File: config.mk
export PLATFORM = sky130hd
export DESIGN_NAME = n2tl_gntack_gen
export DESIGN_NICKNAME = d
export VERILOG_FILES = /design/src/rtl/n2tl_gntack_gen.sv
export SDC_FILE = /design/constraint.sdc
export NUM_CORES = 1
export LEC_CHECK = 0
export BUFFER_PORTS_ARGS = -buffer_cell sky130_fd_sc_hd__buf_2
export CORE_MARGIN = 2
export CORE_UTILIZATION = 46
export CTS_BUF_LIST = sky130_fd_sc_hd__clkbuf_8
export DETAILED_ROUTE_END_ITERATION = 8
export PLACE_DENSITY = 0.79
export REMOVE_ABC_BUFFERS = 1
export SYNTH_ARGS = -nofsm -noshare
export SYNTH_HDL_FRONTEND = slang
export SYNTH_SLANG_ARGS = --single-unit
File: constraint.sdc
create_clock -name clk -period 2 [get_ports clk]
set_clock_uncertainty 0.15 [all_clocks]
set_input_delay 0.4 -clock clk [delete_from_list [all_inputs] [get_ports clk]]
set_output_delay 0.4 -clock clk [all_outputs]
set_load 0.02 [all_outputs]
File: src/rtl/n2tl_gntack_gen.sv
// n2tl_gntack_gen: builds one E-channel GrantAck flit per acquire request and hands it to TX over valid/ready.
module n2tl_gntack_gen #(
  parameter int SINK_W = 26,
  parameter int FLIT_W = 64,
  parameter logic [2:0] CHAN_E = 3'd5,
  parameter int TMO_CYC = 1024,
  parameter int CNT_W = 16
) (
  input  logic              clk,
  input  logic              reset,
  input  logic              gntack_gen_en,
  input  logic [SINK_W-1:0] e_sink,
  input  logic              tx_ready,
  input  logic              err_clr,
  output logic              gntack_gen_done,
  output logic              tx_valid,
  output logic [FLIT_W-1:0] tx_flit,
  output logic [CNT_W-1:0]  gntack_cnt,
  output logic              err_tmo,
  output logic              busy
);
  localparam int STW = $clog2(TMO_CYC + 1);
  localparam logic [STW-1:0] TMO_MAX = STW'(TMO_CYC);
  localparam int I_IDLE = 0, I_LOAD = 1, I_SEND = 2, I_DONE = 3, I_REL = 4;
  localparam logic [4:0] S_IDLE = 5'b00001, S_LOAD = 5'b00010, S_SEND = 5'b00100,
                         S_DONE = 5'b01000, S_REL = 5'b10000;
  logic [4:0]        r_state, w_next;
  logic [SINK_W-1:0] r_sink;
  logic [CNT_W-1:0]  r_cnt;
  logic [STW-1:0]    r_stall;
  logic              r_err;
  logic              w_set;
  logic [FLIT_W-1:0] w_flit;
  always_ff @(posedge clk or posedge reset)
    if (reset) r_state <= S_IDLE;
    else       r_state <= w_next;
  // RELEASE holds until en drops so the level that caused a send can never retrigger it
  always_comb begin
    w_next = r_state[I_IDLE] ? (gntack_gen_en ? S_LOAD : S_IDLE) :
             r_state[I_LOAD] ? S_SEND :
             r_state[I_SEND] ? (tx_ready ? S_DONE : S_SEND) :
             r_state[I_DONE] ? S_REL :
             r_state[I_REL]  ? (gntack_gen_en ? S_REL : S_IDLE) : S_IDLE;
  end
  assign w_set  = r_state[I_SEND] & ~tx_ready & (r_stall == TMO_MAX - STW'(1));
  assign w_flit = {1'b0, CHAN_E, 3'b000, {(FLIT_W-7-SINK_W){1'b0}}, r_sink};
  always_ff @(posedge clk or posedge reset)
    if (reset) begin
      r_sink  <= '0;
      r_cnt   <= '0;
      r_stall <= '0;
      r_err   <= 1'b0;
    end else begin
      if (r_state[I_LOAD]) r_sink <= e_sink;
      if (r_state[I_DONE]) r_cnt <= r_cnt + CNT_W'(1);
      r_stall <= !r_state[I_SEND] ? '0 :
                 (!tx_ready && r_stall != TMO_MAX) ? r_stall + STW'(1) : r_stall;
      r_err   <= w_set | (r_err & ~err_clr);
    end
  always_comb begin
    tx_valid        = r_state[I_SEND];
    tx_flit         = r_state[I_SEND] ? w_flit : '0;
    gntack_gen_done = r_state[I_DONE];
    busy            = ~r_state[I_IDLE];
    gntack_cnt      = r_cnt;
    err_tmo         = r_err;
  end
endmodule
==> impl_metrics.toml <==
[sta]
fmax_mhz = 537
final_critical_path_setup_slack_ps = 137
totalNegativeSetupSlack_ps = 0
setup_viol = 0
final.min_clock_period_ps = 1860
timing_hold_violations_final = 0
worstMarginPinSlew_ps = 505
finalCritPeriodShare_pct = 93.2
unrepaired_setup_endpoints_after_global_routing = "no"
number_of_slew_limit_violations_in_the_final_report = 0
worst_hold_slack_ps = 106
relSlewSlack_pct = 66.3

[global_route]
overflow = 0
grt_max_degree = 40
grt_pass1_wl_microns = 9490
number_of_antenna_violations_at_the_first_check_in_global_routing = 0
grt_use_total_pct = 16.7
first_global_vias = 2113

[clocking]
cts_max_path_buffers = 2
post_cts.repair.setup_buffers = 0
cts-buffers-inserted = 9
cts_tree = "yes"
cts.sinks = 59
clkLatencyLatePin_ps = 340
cts.root.buffer_cell = "sky130_fd_sc_hd__clkbuf_8"
htreeDepth = 3
clk_transition_reported_paths_ps = 60

[layout]
stdcell_count = 441
antenna_cells_inserted = 0
post-route-cell-area_sq_um = 3570
layout_common_cells = "sky130_fd_sc_hd__buf_2 (78), sky130_fd_sc_hd__dfrtp_1 (58), sky130_fd_sc_hd__conb_1 (36), sky130_fd_sc_hd__mux2_2 (27), sky130_fd_sc_hd__and2_1 (27)"
final_common_cell = "sky130_fd_sc_hd__buf_2"
areaGrowthSynthToFinish_pct = 20.4
layout_net_count = 394
finish.utilization_pct = 56.9
layout_cell_share_with_drive_strength_beyond_1_pct = 36.3

[drt]
1st_pass_router_iterations = 4
route.detailed.drc = 0
drtIter0Drc = 63
routed_wire_length_per_instance_microns = 12.6
routed_vias = 2128
count_of_antenna_violating_nets_left_after_detailed_routing = 0
wirelength_microns = 5570
detail_route.vias_per_cell = 4.83

[synth]
netlist-cell-type-count = 34
yosys_warnings = 0
post_synth_instance_area_sq_um = 2970
synth_top_flop_cell = "sky130_fd_sc_hd__dfrtp_1"
synth_seq_cells = 59
asyncSetResetFlopFracSynth_pct = 100
synth_seq_area_share_pct = 49.8
syn-instance-count = 272
synth.top_cells.by_area = "sky130_fd_sc_hd__dfrtp_1 (49%), sky130_fd_sc_hd__mux2_2 (10%), sky130_fd_sc_hd__buf_4 (9.6%)"
avgSynthCellArea_sq_um = 10.9
yosysTopAreaCell = "sky130_fd_sc_hd__dfrtp_1"
yosys_top_cell_area_share_pct = 48.9
synth_edf_count = 0

[floorplanning]
core.rowCount = 29
die_height_microns = 84.3
io-pin-count = 115
placeable_area_sq_um = 6280
initial_utilization_pct = 47.3
chipWidth_microns = 84.3
design.die.area_sq_um = 7110

[critical_path]
criticalPathCategory = "register to output pin"
worstPathArrival_ps = 1310
setup.worst_path.start_class = "register"
cp.required_ps = 1450
maximum_fanout_along_the_worst_path = 39
setup.worst_path.end_class = "output pin"

[place]
dp_area_sq_um = 3350
port_buffers = 78
place_hpwl_microns = 3950
instance_count_after_placement_with_tap_cells_included = 425
finalWeightedCongestion = 0.824
detailedPlace.worstSlack_ps = 162

[run_status]
status = "finished, final reports clean"

[power_and_ir_drop]
report.power.total_mw = 4.03
p_leak_nw = 1.81
power_density_nw_per_um2 = 1130
peakVddDrop_mv = 0.577

[run]
maxCapViolCount = 0

[min_path]
min_path_type = "primary input to register"
-- logic make-up (layout without fill, tap and decap cells) --
group	count (synthesis)	after routing	share of synthesized area (%)
and+or+nand+nor	86	86	17.1
DFF	59	59	49.8
buffers and inverters	56	113	11.9
muxes	27	27	10.2
AOI/OAI and AO/OA	23	23	4.51
xor gates and xnor gates	17	17	5.02
adders and majority gates	3	3	1.26
other	1	36	0.126
-- state kept, by name, summed over array words and instances (netlist names) --
signal	count
r_sink	26
r_state	5
gntack_cnt	16
r_stall	11
err_tmo	1
-- worst paths after layout --
check	start	to	slack, ps	cells after the start
setup / recovery	r_state[2]	tx_flit[23]	140	3
hold / removal	err_clr	err_tmo	110	2
setup reg to reg	r_stall[3]	r_stall[0]	160	3
hold reg to reg	gntack_cnt[15]	gntack_cnt[15]	310	1
max in group asynchronous	reset	gntack_cnt[0]	600	4
min in group asynchronous	reset	r_state[3]	490	3
-- where the power goes --
part	internal [mW]	leakage (nW)	switching (mW)
registers	1.52	0.755	0.184
logic	0.530	0.945	0.643
clock network	0.701	0.113	0.451
-- synthesized netlist by cell type (all sizes together) (2+ instances only) --
master   count
xor2        11
inv          9
nor2         6
buf         39
o2111ai      2
nor3         3
or3          4
nand4b       3
dfrtp       58
nand2       15
or4          6
nand3        2
nor3b        2
o21ai        9
o31ai        2
xnor2        6
nor4         7
clkbuf       7
a21oi        8
mux2        27
ha           3
and2        27
nand4        7
-- critical path: stages (launching register included) --
cell	delay [ps]
sky130_fd_sc_hd__dfrtp_1	320
sky130_fd_sc_hd__buf_4	300
sky130_fd_sc_hd__and2_1	190
sky130_fd_sc_hd__buf_2	160
-- cell type report --
class,count,area (sq um)
fillers,551,2710
flip-flops and latches,59,1480
well taps,77,96.3
clock buffers,13,179
clock inverters,2,33.8
inverters,10,37.5
repair buffers,88,480
multi-input cells,192,1270
-- repair_timing --
action                                  4_1_cts  5_1_grt
resized for setup                             0        0
endpoints found under the hold margin        21        0
hold buffers                                  1        0
endpoints found under the setup margin        0        0
-- routing by layer --
| metal | track usage (%) | routed length (microns) | part of all wire (%) | vias to the layer above |
|---|---|---|---|---|
| met3 | 4.42 | 320 | 5.7 | 10 |
| met5 | 0 | 0 | 0 | - |
| met1 | 19.7 | 2360 | 42 | 1011 |
| li1 | - | - | - | 1038 |
| met2 | 28.1 | 2790 | 50 | 69 |
| met4 | 8.21 | 105 | 1.9 | 0 |
Power figures use the tool's default switching activity.
